## src/rtl/mul_share_arbiter.sv

```systemverilog
// mul_share_arbiter: round-robin front end that shares one sequential 8x8 multiplier between NUM_REQ clients.
// Optional MUL_SHARE_SIGNED_EN: two's-complement operands handled as sign/magnitude around the unsigned multiplier.
`timescale 1ns/1ps
module mul_share_arbiter #(
  parameter int NUM_REQ = 4,
  parameter int ID_W    = 2
) (
  input  logic                 clk,
  input  logic                 rst_n,
  input  logic [NUM_REQ-1:0]   req_valid,
  input  logic [NUM_REQ*8-1:0] req_a,
  input  logic [NUM_REQ*8-1:0] req_b,
  output logic [NUM_REQ-1:0]   req_ready,
  output logic                 resp_valid,
  output logic [ID_W-1:0]      resp_id,
  output logic [15:0]          resp_product,
  input  logic                 resp_ready,
  output logic                 mul_start,
  output logic [7:0]           mul_a,
  output logic [7:0]           mul_b,
  input  logic [15:0]          mul_product,
  input  logic                 mul_ready,
  output logic                 busy
);

  localparam int SW = ID_W + 1;

  typedef enum logic [1:0] {IDLE, START, WAIT, RESP} state_t;

  state_t          state_q, state_d;
  logic [ID_W-1:0] ptr_q, ptr_d;
  logic [ID_W-1:0] id_q, id_d;
  logic [7:0]      a_q, a_d;
  logic [7:0]      b_q, b_d;
  logic [15:0]     prod_q, prod_d;
`ifdef MUL_SHARE_SIGNED_EN
  logic            sign_q, sign_d;
`endif

  logic [NUM_REQ-1:0] rotated;
  logic               grant_found;
  logic [SW-1:0]      grant_sum;
  logic [ID_W-1:0]    grant_idx;
  logic [7:0]         sel_a, sel_b;

  // Rotate the request vector so bit 0 is the pointer's requester, then take the lowest set bit.
  always_comb begin
    rotated     = NUM_REQ'({req_valid, req_valid} >> ptr_q);
    grant_found = 1'b0;
    grant_sum   = '0;
    for (int k = 0; k < NUM_REQ; k++) begin
      if (!grant_found && rotated[k]) begin
        grant_found = 1'b1;
        grant_sum   = {1'b0, ptr_q} + SW'(k);
      end
    end
    if (grant_sum >= SW'(NUM_REQ)) begin
      grant_sum = grant_sum - SW'(NUM_REQ);
    end
    grant_idx = grant_sum[ID_W-1:0];

    sel_a = '0;
    sel_b = '0;
    for (int i = 0; i < NUM_REQ; i++) begin
      if (grant_idx == ID_W'(i)) begin
        sel_a = req_a[8*i +: 8];
        sel_b = req_b[8*i +: 8];
      end
    end
  end

  always_comb begin
    req_ready = '0;
    for (int i = 0; i < NUM_REQ; i++) begin
      req_ready[i] = rst_n && (state_q == IDLE) && grant_found && (grant_idx == ID_W'(i));
    end
  end

  always_comb begin
    state_d = state_q;
    ptr_d   = ptr_q;
    id_d    = id_q;
    a_d     = a_q;
    b_d     = b_q;
    prod_d  = prod_q;
`ifdef MUL_SHARE_SIGNED_EN
    sign_d  = sign_q;
`endif
    case (state_q)
      IDLE: begin
        if (grant_found) begin
          state_d = START;
          id_d    = grant_idx;
          ptr_d   = (grant_idx == ID_W'(NUM_REQ - 1)) ? '0 : grant_idx + ID_W'(1);
`ifdef MUL_SHARE_SIGNED_EN
          // Magnitude of -128 is 8'h80, which the unsigned multiplier takes as 128.
          a_d    = sel_a[7] ? (~sel_a + 8'd1) : sel_a;
          b_d    = sel_b[7] ? (~sel_b + 8'd1) : sel_b;
          sign_d = sel_a[7] ^ sel_b[7];
`else
          a_d = sel_a;
          b_d = sel_b;
`endif
        end
      end
      // mul_ready may still be high from the previous operation here, so it is not looked at.
      START: state_d = WAIT;
      WAIT: begin
        if (mul_ready) begin
          state_d = RESP;
`ifdef MUL_SHARE_SIGNED_EN
          prod_d = sign_q ? (~mul_product + 16'd1) : mul_product;
`else
          prod_d = mul_product;
`endif
        end
      end
      RESP: begin
        if (resp_ready) begin
          state_d = IDLE;
        end
      end
      default: state_d = IDLE;
    endcase
  end

  always_ff @(posedge clk) begin
    if (!rst_n) begin
      state_q <= IDLE;
      ptr_q   <= '0;
      id_q    <= '0;
      a_q     <= '0;
      b_q     <= '0;
      prod_q  <= '0;
`ifdef MUL_SHARE_SIGNED_EN
      sign_q  <= 1'b0;
`endif
    end else begin
      state_q <= state_d;
      ptr_q   <= ptr_d;
      id_q    <= id_d;
      a_q     <= a_d;
      b_q     <= b_d;
      prod_q  <= prod_d;
`ifdef MUL_SHARE_SIGNED_EN
      sign_q  <= sign_d;
`endif
    end
  end

  assign busy         = (state_q != IDLE);
  assign mul_start    = (state_q == START);
  assign resp_valid   = (state_q == RESP);
  assign mul_a        = a_q;
  assign mul_b        = b_q;
  assign resp_id      = id_q;
  assign resp_product = prod_q;

endmodule
```

## config.mk

```make
export PLATFORM = sky130hd
export DESIGN_NAME = mul_share_arbiter
export DESIGN_NICKNAME = d
export VERILOG_FILES = /design/src/rtl/mul_share_arbiter.sv
export SDC_FILE = /design/constraint.sdc
export NUM_CORES = 1
export LEC_CHECK = 0
export ABC_AREA = 0
export BUFFER_PORTS_ARGS = -buffer_cell sky130_fd_sc_hd__buf_2
export CAP_MARGIN = 20
export CORE_ASPECT_RATIO = 0.75
export CORE_MARGIN = 1
export CORE_UTILIZATION = 45
export DETAILED_ROUTE_END_ITERATION = 8
export GPL_ROUTABILITY_DRIVEN = 0
export PLACE_DENSITY = 0.83
export SKIP_LAST_GASP = 1
export SLEW_MARGIN = 30
export SYNTH_ARGS = -nofsm -noshare
export SYNTH_HDL_FRONTEND = slang
export SYNTH_SLANG_ARGS = --single-unit
```

## constraint.sdc

```tcl
create_clock -name clk -period 3.3 [get_ports clk]
set_input_delay 0.33 -clock clk [delete_from_list [all_inputs] [get_ports clk]]
set_output_delay 0.33 -clock clk [all_outputs]
set_load 0.01 [all_outputs]
```

# [Word level (Yosys, flattened, before mapping)]
# Cells that the tools add are included.
[word_totals] register_bits=38 in_bits=88 out_inout_bits=41 word_cells=62
[classes] n_addsub=5 magnitude_cmp=1 eq_ne=9 shifts=1 mux=22 n_reduce_logical=18
[ops] cell="2-to-1 mux 8 bit" count=8
[ops] cell="2-to-1 mux 2 bit" count=6
[ops] cell="logical AND 1 bit" count=9
[ops] cell="2-to-1 mux 3 bit" count=3
[ops] cell="== test 2 bit, second input constant" count=4
[ops] cell="case mux 2 bit (4 select lines)" count=1
[ops] cell=">> shifter 8 x 2 -> 4 bit" count=1
[ops] cell="adder 2 x 2 -> 3 bit, second input constant" count=2
[ops] cell="== test 2 x 1 -> 1 bit, second input constant" count=2
[ops] cell="logical NOT 2 bit" count=2
[ops] cell="2-to-1 mux 1 bit" count=4
[ops] cell="inequality test 2 bit, second input constant" count=2
[ops] cell="AND reduction 2 bit" count=2
[ops] cell="adder 2 x 1 -> 3 bit, second input constant" count=1
[ops] cell="greater-or-equal comparator 3 bit, second input constant" count=1
[ops] cell="logical NOT 1 bit" count=3
[ops] cell="AND reduction 3 bit" count=1
[ops] cell="adder 2 x 1 -> 2 bit, second input constant" count=1
[ops] cell="inequality test 2 x 1 -> 1 bit, second input constant" count=1
[ops] cell="nonzero test 2 bit" count=1
[ops] cell="subtractor 2 x 1 -> 2 bit, second input constant" count=1

# [Longest topological paths before layout]
# Gate-level depths: netlist of the first run.
[depth] ltp_word=18 ltp_mapped=11 mapped_depth_nobuf=9

# [Worst setup path before layout of the first run]
# Ideal clock, no wire load.
[synth_path] path_type="register to output" from="register ptr_q[1]" to="output port req_ready[3]" t_arrival_ps=1846 required_ps=2970 setup_slack_ps=1124 stages_incl_launch_ff=8 path_cell_list="dfxtp_1 > mux2i_1 > nor2_1 > nor3_1 > ha_1 > clkbuf_1 > clkbuf_1 > and3_1"
[synth_between] elab_chain_len=15 elab_cells_between_ends=24 classes_between="4 x add/sub; 1 x order compare; 1 x eq/ne; 1 x shift; 9 x mux; 8 x reduce/logical"
[synth_lines] element="start, declared" line="31" text="logic [ID_W-1:0] ptr_q, ptr_d;"
[synth_lines] element="start signal, assigned" line="140" text="ptr_q <= ptr_d;"
[synth_lines] element=">> shifter 8 x 2 -> 4 bit" line="48" text="rotated = NUM_REQ'({req_valid, req_valid} >> ptr_q);"
[synth_lines] element="2-to-1 mux 1 bit" line="52" text="if (!grant_found && rotated[k]) begin"
[synth_lines] element="logical NOT 1 bit" line="52"
[synth_lines] element="logical AND 1 bit" line="52"
[synth_lines] element="2-to-1 mux 1 bit" line="52"
[synth_lines] element="logical NOT 1 bit" line="52"
[synth_lines] element="logical AND 1 bit" line="52"
[synth_lines] element="2-to-1 mux 1 bit" line="52"
[synth_lines] element="logical NOT 1 bit" line="52"
[synth_lines] element="logical AND 1 bit" line="52"
[synth_lines] element="2-to-1 mux 3 bit (*)" line="52"
[synth_lines] element="greater-or-equal comparator 3 bit or subtractor 2 x 1 -> 2 bit (tied branches)" line="57, 58"
[synth_lines] element="2-to-1 mux 2 bit (*)" line="57" text="if (grant_sum >= SW'(NUM_REQ)) begin"
[synth_lines] element="via grant_sum[0]" line="42" text="logic [SW-1:0] grant_sum;"
[synth_lines] element="== test 2 bit (*)" line="75" text="req_ready[i] = rst_n && (state_q == IDLE) && grant_found && (grant_idx == ID_W'(i));"
[synth_lines] element="logical AND 1 bit (*)" line="75"
[synth_lines] element="end, declared" line="13" text="output logic [NUM_REQ-1:0] req_ready,"
# Mark *: on every way through the listed nets, which the timed path passes. The rest lies on a longest branch.

# [Final worst setup path of the first run]
[layout_path] from="register ptr_q[1]" to="output port req_ready[0]"
[layout_between] elab_chain_len=15 elab_cells_between_ends=24 classes_between="4 x add/sub; 1 x order compare; 1 x shift; 9 x mux; 9 x reduce/logical"
[layout_lines] element=">> shifter 8 x 2 -> 4 bit" line="48"
[layout_lines] element="2-to-1 mux 1 bit" line="52"
[layout_lines] element="logical NOT 1 bit" line="52"
[layout_lines] element="logical AND 1 bit" line="52"
[layout_lines] element="2-to-1 mux 1 bit" line="52"
[layout_lines] element="logical NOT 1 bit" line="52"
[layout_lines] element="logical AND 1 bit" line="52"
[layout_lines] element="2-to-1 mux 1 bit" line="52"
[layout_lines] element="logical NOT 1 bit" line="52"
[layout_lines] element="logical AND 1 bit" line="52"
[layout_lines] element="2-to-1 mux 3 bit (*)" line="52"
[layout_lines] element="greater-or-equal comparator 3 bit or subtractor 2 x 1 -> 2 bit (tied branches)" line="57, 58"
[layout_lines] element="2-to-1 mux 2 bit (*)" line="57"
[layout_lines] element="via grant_sum[0]" line="42"
[layout_lines] element="logical NOT 2 bit (*)" line="75"
[layout_lines] element="logical AND 1 bit (*)" line="75"
# Marks and branches as above.

==> results.json, run 1 <==
{
  "post_cts_resized": 0,
  "rows": 21,
  "synth.most_common_cell": "nand2_1",
  "p_sw_uw": 874,
  "setup_tns_ns": 0,
  "synth_top_cell_by_area": "dfxtp_1",
  "final_layout_size_suffix_gt1_frac": 0.356,
  "htreeDepth": 2,
  "p_leak_nw": 1.47,
  "skew_ns": 0.00886,
  "clockPowerShare": 0.220,
  "synth.top_cells.by_area": "dfxtp_1, a21oi_1, nand2_1, o21ai_0, a22oi_1",
  "endpoint_kind": "output port",
  "start_util": 0.476,
  "setup_viol": 0,
  "drt_wl_total_um": 5830,
  "worstSetupPathType": "register to output port",
  "dieArea_um2": 5070,
  "cts_inserted_buffers": 5,
  "io_pins": 129,
  "antenna_found_initial": 0,
  "rsz0062_at_grt": "no",
  "clock-sinks": 38,
  "clk_pin_slew_ns": 0.08,
  "drc": 0,
  "cp_max_fo": 17,
  "grt_pass1_vias": 2021,
  "synth_flop_cell": "dfxtp_1",
  "internal_power_mw": 1.35,
  "syn_nets": 389,
  "place_hpwl_um": 4330,
  "slew_headroom": 0.557,
  "synthArstFlopShare": 0,
  "core_region_area_um2": 4520,
  "hold_violations": 0,
  "antenna_cells": 0,
  "synth_common_cells": "nand2_1, a21oi_1, dfxtp_1",
  "wl_per_cell_um": 12.5,
  "fin_crit_sh": 0.821,
  "critPathLaunchType": "register",
  "finalPower_mw": 2.22,
  "fp.dieH_um": 61.9,
  "yosysUniqueCellTypes": 32,
  "yosys_warnings": 0,
  "min_path_type": "input port to register",
  "clk-insertion-delay-late_ns": 0.29,
  "clockRootBuffer": "clkbuf_8",
  "dr.first_iter.drc_count": 85,
  "ys_ff_latch": 38,
  "r2r_slack_ns": 0.77,
  "seq_power_share": 0.294,
  "die_x_um": 81.9,
  "synth_seq_area_share": 0.353,
  "synth_cells": 292,
  "via_count": 2377,
  "worst_pin_slew_ns": 0.664,
  "cp.arrival_ns": 2.38,
  "cp.required_ns": 2.97,
  "combPwrFrac": 0.486,
  "first_pass_iters": 5,
  "fin_crit_ns": 2.71,
  "synth_edf_count": 0,
  "slew_violations": 0,
  "cts_max_path_buffers": 2,
  "final_cells": 467,
  "post_cts_buffers": 0,
  "status": "finished, final reports clean",
  "power.share.switching": 0.393,
  "synth.avg_cell_area_um2": 7.37,
  "clock.fmax_mhz": 369,
  "finalNetCount": 506,
  "track_usage": 0.228,
  "synth_top_area_share": 0.353,
  "maxCapViolCount": 0,
  "placed_cells": 459,
  "io_buffers": 128,
  "area_growth_pct": 36.2,
  "vdd_ir_drop_max_mv": 0.353,
  "ant_nets": 0,
  "cts_tree": "done",
  "overflow": 0,
  "cts_hold_buf": 0,
  "via_per_inst": 5.09,
  "grt_max_degree": 46,
  "pwr_density_cell_nw_per_um2": 758,
  "grt_pass1_wl_um": 8710,
  "syn_area_um2": 2150
}
[metal layers]
| metal | GRT usage | wire [um] | up-vias |
|---|---|---|---|
| li1 | - | - | 1233 |
| met2 | 0.400 | 2770 | 86 |
| met1 | 0.280 | 2620 | 1051 |
| met4 | 0.0802 | 72 | 0 |
| met5 | 0 | 0 | - |
| met3 | 0.0482 | 362 | 7 |
[cells by family after synthesis]
kind of cell	synth area share
multiplexers	0.00930
AND/OR/NAND/NOR	0.152
buffers and inverters	0.100
adder cells (fa/ha/maj)	0.0523
AO/OA/AOI/OAI	0.333
flip-flops	0.353
[per-stage QoR]
step	hold WS (ns)	util	area, um2	setup WS [ns]
6_report	0.279	0.648	2930	0.592
5_1_grt	0.287	0.648	2930	0.413
4_1_cts	0.271	0.648	2930	0.561
3_5_place_dp	0.458	0.617	2790	0.787
3_3_place_gp	0.439	0.617	2790	0.878
2_1_floorplan	0.465	-	2150	1.12
[critical path: stages (launching register included)]
cell and delay, ns:
dfxtp_1 0.43, mux2i_1 0.22, nor2_1 0.07, nor3_1 0.40, inv_1 0.13, ha_1 0.44
and3_1 0.26, buf_2 0.13
[registers in the layout (all words and copies together) (netlist names)]
name and cells:
resp_product 16, mul_a 8, mul_b 8, ptr_q 2
resp_id 2, state_q 2
[power by group through the flow]
stage / clock network [mW] / registers, mW / logic [mW]
floorplan: 0 / 0.702 / 0.740
global placement: 0 / 0.655 / 1.05
detailed placement: 0 / 0.659 / 1.08
CTS: 0.501 / 0.653 / 1.09
global route: 0.520 / 0.670 / 1.22
finish: 0.489 / 0.653 / 1.08
[worst paths after layout]
path                          end             from  depth (start not counted)
setup / recovery     req_ready[0]         ptr_q[1]                          7
hold / removal    resp_product[6]   mul_product[6]                          3
setup reg to reg         mul_a[0]         ptr_q[1]                         10
hold reg to reg   resp_product[2]  resp_product[2]                          2
[layout by cell type (no fill, tap or decap), drive strengths merged]
| master | Yosys | final |
|---|---|---|
| a2111oi | 1 | 1 |
| a21boi | 16 | 16 |
| a21oi | 52 | 52 |
| a221oi | 1 | 1 |
| a22oi | 16 | 16 |
| and2 | 1 | 1 |
| and3 | 4 | 4 |
| buf | 10 | 135 |
| bufinv | 0 | 2 |
| clkbuf | 15 | 6 |
| dfxtp | 38 | 38 |
| ha | 9 | 9 |
| inv | 23 | 23 |
| mux2i | 2 | 2 |
| nand2 | 54 | 54 |
| nand2b | 1 | 1 |
| nand3 | 1 | 1 |
| nand3b | 1 | 1 |
| nor2 | 4 | 4 |
| nor2b | 2 | 2 |
| nor3 | 1 | 1 |
| nor3b | 1 | 1 |
| nor4 | 1 | 1 |
| o21a | 1 | 1 |
| o21ai | 34 | 34 |
| o22ai | 2 | 2 |
| o32ai | 1 | 1 |
[layout make-up]
| type | instances | area [um2] |
|---|---|---|
| Clock inverter | 2 | 60.1 |
| Inverter | 23 | 86.3 |
| Multi-Input combinational cell | 206 | 1180 |
| Sequential cell | 38 | 761 |
| Fill cell | 415 | 1590 |
| Clock buffer | 6 | 82.6 |
| Timing Repair Buffer | 135 | 693 |
| Tap cell | 57 | 71.3 |
Power figures use the tool's default switching activity.
==> run 2: changes to the inputs <==
- ABC_AREA: 0 -> 1
- CORE_UTILIZATION: 45 -> 44
- PLACE_DENSITY: 0.83 -> 0.8
- clock period: 3.3 -> 2.6 ns (I/O delays scaled with it)
==> results.json, run 2 <==
{
  "endpoint_kind": "output port",
  "slew_headroom": 0.590,
  "rows": 22,
  "die_x_um": 84.8,
  "cp.arrival_ns": 2.26,
  "drt_wl_total_um": 6000,
  "vdd_ir_drop_max_mv": 0.555,
  "layout_common_cells": "buf_2, nor2_1, nand2_1, o21ai_0, dfxtp_1",
  "area_growth_pct": 37.2,
  "synth.top_cells.by_area": "dfxtp_1, o21ai_0, nand2_1, nor2_1, a22oi_1",
  "dr.first_iter.drc_count": 93,
  "hold_violations": 0,
  "maxCapViolCount": 0,
  "first_pass_iters": 7,
  "htreeDepth": 2,
  "crit_end": "req_ready[1]",
  "via_count": 2522,
  "grt_max_degree": 39,
  "finalNetCount": 525,
  "ant_nets": 0,
  "fin_crit_ns": 2.52,
  "worst_pin_slew_ns": 0.615,
  "slowest_stage": "dfxtp_4",
  "place_hpwl_um": 4110,
  "dieArea_um2": 5440,
  "yosys_warnings": 0,
  "cpPeakStageDelay_ns": 0.41,
  "synth_common_cells": "nand2_1, nor2_1, dfxtp_1, o21ai_0, a21oi_1",
  "cp_cell_sequence": "inv_8, nand2_1, nand3_1, nand2_2, inv_1, nor2_4, nand2_1, nand3_1, nand2_2, inv_1, ha_4, buf_8, inv_1, nor2_1, buf_2",
  "largest_reg_flops": 16,
  "antenna_found_initial": 0,
  "track_usage": 0.206,
  "syn_nets": 399,
  "syn_area_um2": 2260,
  "setup_viol": 0,
  "core_region_area_um2": 4930,
  "overflow": 0,
  "rsz0062_at_grt": "yes",
  "clk-insertion-delay-late_ns": 0.28,
  "cp_max_fo": 17,
  "io_buffers": 128,
  "fin_util": 0.630,
  "ys_ff_latch": 38,
  "final_layout_size_suffix_gt1_frac": 0.407,
  "clock-sinks": 38,
  "final_common_cell": "buf_2",
  "finalPower_mw": 4.51,
  "synth_flop_cell": "dfxtp_1",
  "multi_input_area_um2": 1260,
  "cts_hold_buf": 0,
  "clockRootBuffer": "clkbuf_8",
  "status": "complete, but fails checks",
  "wl_per_cell_um": 12.3,
  "r2r-start": "ptr_q[0]",
  "critPathLaunch": "ptr_q[0]",
  "clock.fmax_mhz": 396,
  "min_path_type": "input port to register",
  "synth.avg_cell_area_um2": 7.49,
  "slew_violations": 0,
  "rr_worst_depth": 18,
  "fp.dieH_um": 64.1,
  "synth_seq_area_share": 0.336,
  "yosysUniqueCellTypes": 32,
  "p_leak_nw": 1.54,
  "post-route-cell-area_um2": 3110,
  "drc": 5,
  "seq_area_um2": 766,
  "violations": "design-rule violations",
  "synth_top_cell_by_area": "dfxtp_1",
  "r2r_slack_ns": 0.21,
  "grt_pass1_vias": 2135,
  "io_pins": 129,
  "pwr_density_cell_nw_per_um2": 1450,
  "synthArstFlopShare": 0,
  "antenna_cells": 0,
  "final_cells": 488,
  "worstSetupPathType": "register to output port",
  "setup_tns_ns": 0,
  "n_fill_cell": 453,
  "cts_inserted_buffers": 5,
  "via_per_inst": 5.17,
  "r2r-end": "mul_a[3]",
  "clk_pin_slew_ns": 0.07,
  "cts_max_path_buffers": 2,
  "fin_crit_sh": 0.970,
  "place_area_um2": 2860,
  "grt_pass1_wl_um": 9110,
  "critPathLaunchType": "register",
  "start_util": 0.459,
  "cp.required_ns": 2.34,
  "synth_edf_count": 0,
  "synth_top_area_share": 0.336,
  "cts_tree": "done",
  "synth_cells": 302,
  "cp_common_cell": "inv_1",
  "placed_cells": 473,
  "skew_ns": 0.00303
}
-- run 2: metal layers --
layer / up-vias / global-route usage / share of wire / wire, um
li1: 1286 / - / - / -
met1: 1138 / 0.254 / 0.46 / 2740
met2: 93 / 0.353 / 0.46 / 2780
met3: 5 / 0.0620 / 0.074 / 441
met4: 0 / 0.0551 / 0.0067 / 40
met5: - / 0 / 0 / 0
-- run 2: area by class of cell --
class / instances / share of cell area
clock inverter: 1 / 0.00967
sequential: 38 / 0.247
inverter: 23 / 0.0326
tap: 60 / 0.0242
multi-input combinational: 221 / 0.406
clock buffer: 6 / 0.0266
timing repair buffer: 139 / 0.255
-- run 2: metrics by stage --
stage                     setup WS [ns]  hold WS, ns
after CTS                       -0.0414        0.221
after global placement           0.0197        0.457
after global routing            -0.0853        0.234
after floorplan                   0.170        0.426
after detailed placement         -0.147        0.460
final                            0.0767        0.228
-- run 2: how the worst min path moves through the flow --
| stage | start | to | slack (ns) | cells after the start |
|---|---|---|---|---|
| 5_1_grt | mul_product[4] | resp_product[4] | 0.23 | 3 |
| 6_report | mul_product[11] | resp_product[11] | 0.23 | 3 |
| 2_1_floorplan | mul_product[0] | resp_product[0] | 0.43 | 2 |
| 3_3_place_gp | resp_product[4] | resp_product[4] | 0.46 | 2 |
| 3_5_place_dp | resp_id[0] | resp_id[0] | 0.46 | 2 |
| 4_1_cts | mul_product[13] | resp_product[13] | 0.22 | 3 |
-- run 2: critical path: cells and delay by family (launching register included) --
| kind | cells | cell delay, ns |
|---|---|---|
| fa+ha+maj | 1 | 0.18 |
| flops | 1 | 0.41 |
| simple gates | 8 | 0.78 |
| buf+inv | 6 | 0.59 |
-- run 2: what timing repair did --
item	CTS	global route
gates cloned	0	2
pin swaps	1	2
endpoints found under the setup margin	19	19
gates resized for setup	2	11
buffers inserted	2	4
-- run 2: cells by family after synthesis --
kind of cell / Yosys count / share of synthesized area
AOI/OAI and AO/OA: 104 / 0.271
xor gates and xnor gates: 1 / 0.00387
adders and majority gates: 9 / 0.0498
buffers and inverters: 43 / 0.121
DFF: 38 / 0.336
and+or+nand+nor: 107 / 0.218
-- run 2: power by group --
group	switching (mW)	internal [mW]	leakage [nW]
Combinational	1.76	1.36	1.17
Sequential	0.114	0.772	0.314
Clock	0.199	0.307	0.0573
Total	2.07	2.44	1.54
